## config.mk

```make
export PLATFORM = sky130hd
export DESIGN_NAME = pci_initiator
export DESIGN_NICKNAME = d
export VERILOG_FILES = /design/src/rtl/pci_initiator.sv
export SDC_FILE = /design/constraint.sdc
export NUM_CORES = 1
export LEC_CHECK = 0
export CAP_MARGIN = 15
export CORE_MARGIN = 3
export CORE_UTILIZATION = 43
export CTS_CLUSTER_DIAMETER = 200
export DETAILED_ROUTE_END_ITERATION = 7
export GPL_ROUTABILITY_DRIVEN = 0
export PLACE_DENSITY = 0.83
export SKIP_CTS_REPAIR_TIMING = 1
export SYNTH_ARGS = -nofsm -noshare
export SYNTH_HDL_FRONTEND = slang
export SYNTH_SLANG_ARGS = --single-unit
```

## constraint.sdc

```tcl
create_clock -name Clk -period 4.8 [get_ports Clk]
set_input_delay 1.44 -clock Clk [delete_from_list [all_inputs] [get_ports Clk]]
set_output_delay 1.44 -clock Clk [all_outputs]
set_load 0.01 [all_outputs]
```

## src/rtl/pci_initiator.sv

```systemverilog
// PCI bus master: runs one 1-4 word read or write burst per Start and raises a master abort if DEVSEL# never arrives.
// Bus controls decode from state in the same cycle; Rd_data/Rd_valid follow a read data phase by one cycle; TRDY# wait states stall indefinitely.
module pci_initiator #(
    parameter int DEVSEL_TIMEOUT = 5
) (
    input  logic        Clk,
    input  logic        Rst_n,
    input  logic        Start,
    input  logic [3:0]  Cmd,
    input  logic [31:0] Addr,
    input  logic [1:0]  Len,
    input  logic [31:0] Wr_data,
    output logic        Wr_ack,
    output logic [31:0] Rd_data,
    output logic        Rd_valid,
    output logic        Busy,
    output logic        Done,
    output logic        Abort_err,
    output logic        REQ,
    input  logic        GNT,
    input  logic        Frame_in,
    input  logic        IRDY_in,
    output logic        Frame_out,
    output logic        Frame_oe,
    output logic        IRDY_out,
    output logic        IRDY_oe,
    input  logic        TRDY,
    input  logic        DEVSEL,
    input  logic [31:0] AD_in,
    output logic [31:0] AD_out,
    output logic        AD_oe,
    output logic [3:0]  CBE_out,
    output logic        CBE_oe
);
    localparam int CW = $clog2(DEVSEL_TIMEOUT + 1);

    typedef enum logic [2:0] {S_IDLE, S_REQ, S_ADDR, S_DATA, S_ABORT, S_TURN} state_t;

    state_t        state;
    state_t        state_nxt;
    logic [3:0]    cmd_q;
    logic [31:0]   addr_q;
    logic [1:0]    len_q;
    logic [1:0]    word_cnt;
    logic [CW-1:0] dev_cnt;
    logic          dev_seen;
    logic          from_abort;
    logic          is_write;
    logic          last_word;
    logic          abort_now;
    logic          xfer;

    assign is_write  = cmd_q[0];
    assign last_word = (word_cnt == len_q);
    // The abort check wins over a same-cycle TRDY# so an aborted phase never acks or captures data.
    assign abort_now = (state == S_DATA) && !dev_seen && DEVSEL &&
                       (dev_cnt == CW'(DEVSEL_TIMEOUT - 1));
    assign xfer      = (state == S_DATA) && !TRDY && !abort_now;

    always_ff @(posedge Clk) begin
        if (!Rst_n) begin
            state <= S_IDLE;
        end else begin
            state <= state_nxt;
        end
    end

    always_comb begin
        state_nxt = state;
        case (state)
            S_IDLE:  if (Start) state_nxt = S_REQ;
            S_REQ:   if (!GNT && Frame_in && IRDY_in) state_nxt = S_ADDR;
            S_ADDR:  state_nxt = S_DATA;
            S_DATA: begin
                if (abort_now) begin
                    state_nxt = S_ABORT;
                end else if (xfer && last_word) begin
                    state_nxt = S_TURN;
                end
            end
            S_ABORT: state_nxt = S_TURN;
            S_TURN:  state_nxt = S_IDLE;
            default: state_nxt = S_IDLE;
        endcase
    end

    always_ff @(posedge Clk) begin
        if (!Rst_n) begin
            cmd_q      <= '0;
            addr_q     <= '0;
            len_q      <= '0;
            word_cnt   <= '0;
            dev_cnt    <= '0;
            dev_seen   <= 1'b0;
            from_abort <= 1'b0;
            Rd_data    <= '0;
            Rd_valid   <= 1'b0;
        end else begin
            Rd_valid   <= xfer && !is_write;
            from_abort <= (state == S_ABORT);
            if (state == S_IDLE && Start) begin
                cmd_q  <= Cmd;
                addr_q <= Addr;
                len_q  <= Len;
            end
            if (state == S_ADDR) begin
                word_cnt <= '0;
                dev_cnt  <= '0;
                dev_seen <= 1'b0;
            end else if (state == S_DATA) begin
                if (xfer) word_cnt <= word_cnt + 2'd1;
                if (!DEVSEL) begin
                    dev_seen <= 1'b1;
                end else if (!dev_seen) begin
                    dev_cnt <= dev_cnt + CW'(1);
                end
            end
            if (xfer && !is_write) Rd_data <= AD_in;
        end
    end

    always_comb begin
        REQ       = 1'b1;
        Frame_out = 1'b1;
        Frame_oe  = 1'b0;
        IRDY_out  = 1'b1;
        IRDY_oe   = 1'b0;
        AD_out    = '0;
        AD_oe     = 1'b0;
        CBE_out   = '0;
        CBE_oe    = 1'b0;
        Busy      = (state != S_IDLE);
        Done      = (state == S_TURN);
        Abort_err = (state == S_TURN) && from_abort;
        Wr_ack    = xfer && is_write;
        case (state)
            S_REQ: REQ = 1'b0;
            S_ADDR: begin
                Frame_out = 1'b0;
                Frame_oe  = 1'b1;
                IRDY_oe   = 1'b1;
                AD_out    = addr_q;
                AD_oe     = 1'b1;
                CBE_out   = cmd_q;
                CBE_oe    = 1'b1;
            end
            S_DATA: begin
                Frame_out = last_word;
                Frame_oe  = 1'b1;
                IRDY_out  = 1'b0;
                IRDY_oe   = 1'b1;
                AD_out    = is_write ? Wr_data : '0;
                AD_oe     = is_write;
                CBE_oe    = 1'b1;
            end
            S_ABORT: begin
                Frame_oe = 1'b1;
                IRDY_out = 1'b0;
                IRDY_oe  = 1'b1;
                CBE_oe   = 1'b1;
            end
            S_TURN: begin
                Frame_oe = 1'b1;
                IRDY_oe  = 1'b1;
            end
            default: ;
        endcase
    end
endmodule
```

==> out/metrics.cfg, run 1 <==
[route]
routed.top_layer=met4
drc=0
drt-met1-wl_um=4170
wl_um=10700
dr_wl_met3_um=678
via_count=3561
drt_iter0_drc=153
vias_per_cell=5.02
wl_met2_um=5630
ant_nets=0
wl_per_cell_um=15.1
drtPass1Iterations=6

[grt]
grt-ovfl-total=0
antenna_found_initial=0
grt_first_pass_wirelength_um=17800
grt_max_degree=70
grt_pass1_vias=3597
grt_util_all_layers_pct=22.5

[floorplan]
chipWidth_um=97.8
coreArea_um2=7970
fp.dieArea_um2=9570
start_util_pct=45.5
io_pins=190
die_h_um=97.8
num_rows=32

[worst_setup_path]
crit_required_ps=3360
cpMostUsedCell=clkdlybuf4s50_1
r2r-start=state[1]
max_stage_delay_ps=610
crit_type=in -> out
path_cells=clkdlybuf4s50_1, and4b_1, nor4b_1, clkdlybuf4s50_1
crit_arrival_ps=3070
r2r_end=Rd_data[5]
regToRegSetupSlack_ps=2850
critPathMaxFanout=5
critPathSlowestCell=clkdlybuf4s50_1
worst_setup_path_start_kind=input port
cp-end-kind=output pin
reg2reg_depth=4

[hold_path]
hold_depth=2
hp-start=cmd_q[1]
hp-class=reg -> reg
holdPathEnd=cmd_q[1]

[timing]
worstMarginPinSlew_ps=613
maxSlewHeadroom_pct=59.1
fin_tns_setup_ps=0
fin_skew_ps=11.6
max_freq_mhz=222
maxSlewViolCount=0
rsz0062_at_grt=false
hold_viol=0
period_minus_slack_ps=4510
setup_viol=0
finalCritPeriodShare_pct=93.9

[yosys]
ys.flop_type=dfxtp_1
yosysMostFrequentCell=nand2_1
synth_warnings=0
synthesis.nets=545
synth_top_area_share_pct=44.7
synth_edf_count=0
yosysSeqAreaShare_pct=44.7
synth_seq_cells=81
synth_common_cells=145 x nand2_1, 81 x dfxtp_1, 44 x a21oi_1, 33 x mux2i_1, 32 x a22o_1
synth_area_leaders=dfxtp_1 45%, nand2_1 15%, mux2i_1 9.1%
synthCells=433
yosysUniqueCellTypes=39
async_flop_share_pct=0
synth_area_um2=3620
yosysTopAreaCell=dfxtp_1
avgSynthCellArea_um2=8.37

[clocking]
cts_buffers=9
cts_buffer_depth=2
cts_tree=built
clkSlewWorstSetupHoldPaths_ps=70
h-tree-depth=3
clock-sinks=81
cts-root-buf=clkbuf_8
clkLatencyLatePin_ps=340

[placed_design]
port_buffers=189
placed_cells=695
dpl_cell_area_um2=5520
hpwl_um=7920

[layout]
fin_nets=716
fillers=641
drive_gt1_share_pct=4.93
final_cells=710
syn_to_final_growth_pct=57.4
fin_util_pct=71.6
fin_area_um2=5710
antenna_cells=0

[power]
power_density_nw_per_um2=239
power_leakage_nw=2.10
max-vdd-ir-drop_v=0.000166

[run_status]
status=completed

[run]
cap_violations=0

## critical path, delay by kind of cell
family	cells	cell delay (ps)
simple gates	2	550
buf+inv	2	1080
## state kept, by name, summed over array words and instances, names as in the netlist
signal      count
dev_cnt         3
Rd_data        32
state           3
addr_q         32
Rd_valid        1
cmd_q           4
len_q           2
dev_seen        1
word_cnt        2
from_abort      1
## cell families (layout without fill, tap and decap cells)
| kind of cell | count (synthesis) | in the layout | synth area share, % |
|---|---|---|---|
| simple gates | 185 | 185 | 23.0 |
| xor+xnor | 3 | 3 | 0.725 |
| flops | 81 | 81 | 44.7 |
| mux | 34 | 34 | 9.42 |
| compound gates | 86 | 86 | 15.8 |
| buf+inv | 42 | 217 | 5.59 |
| fa+ha+maj | 2 | 2 | 0.690 |
## layout make-up
class	count	area [um^2]	share of cell area [%]
Clock inverter	2	12.5	0.219
Sequential cell	81	1620	28.4
Multi-Input combinational cell	310	1810	31.7
Clock buffer	13	169	2.96
Timing Repair Buffer	197	1950	34.1
Inverter	5	18.8	0.329
Tap cell	102	128	2.24
## power by group
group | switching (mW) | total [mW] | internal [mW]
sequential | 0.0173 | 0.711 | 0.694
clock | 0.231 | 0.458 | 0.227
combinational | 0.0769 | 0.193 | 0.116
total | 0.325 | 1.36 | 1.04
## layout by cell type (no fill, tap or decap), types with 2 or more instances in the layout
master,count
ha_1,2
dfxtp_1,81
clkdlybuf4s50_1,188
buf_4,8
nand3_1,4
nand2_1,145
nor4b_1,3
and3b_1,2
inv_1,4
and2_1,7
a22o_1,32
mux2i_1,33
o21ai_0,3
clkbuf_8,12
nor2_1,5
xor2_1,3
or4_1,2
nand2b_1,2
o31ai_1,2
nor3_1,2
nand4b_1,2
a21oi_1,44
## layer usage
layer  track usage (%)  vias to the layer above
met5                 0                        -
met4              8.20                        0
met1              25.3                     1629
met3              5.79                       18
met2              41.0                      110
li1                  -                     1804
## per-stage QoR
stage	hold WS (ps)	setup slack, ps	power, mW
after floorplan	432	1230	0.801
after global placement	439	295	0.914
after detailed placement	446	301	0.920
after CTS	456	277	1.38
after global routing	477	165	1.43
final	455	294	1.36
## how the worst max path moves through the flow
stage                      start  endpoint  slack [ps]  cells after the start
after global routing      DEVSEL    Wr_ack         170                      4
final                     DEVSEL    Wr_ack         290                      4
after floorplan           DEVSEL    Wr_ack        1230                      2
after detailed placement  DEVSEL    Wr_ack         300                      4
after global placement    DEVSEL    Wr_ack         300                      4
after CTS                 DEVSEL    Wr_ack         280                      4
(Power assumes the default switching activity.)
==> run 2, diff against run 1 <==
--- a/config.mk
+++ b/config.mk
@@ -13,6 +13,7 @@
 export GPL_ROUTABILITY_DRIVEN = 0
 export PLACE_DENSITY = 0.83
 export SKIP_CTS_REPAIR_TIMING = 1
+export SLEW_MARGIN = 20
 export SYNTH_ARGS = -nofsm -noshare
 export SYNTH_HDL_FRONTEND = slang
 export SYNTH_SLANG_ARGS = --single-unit
==> results of run 2 <==
No change in the layout: final DEF, timing and power equal those of run 1.
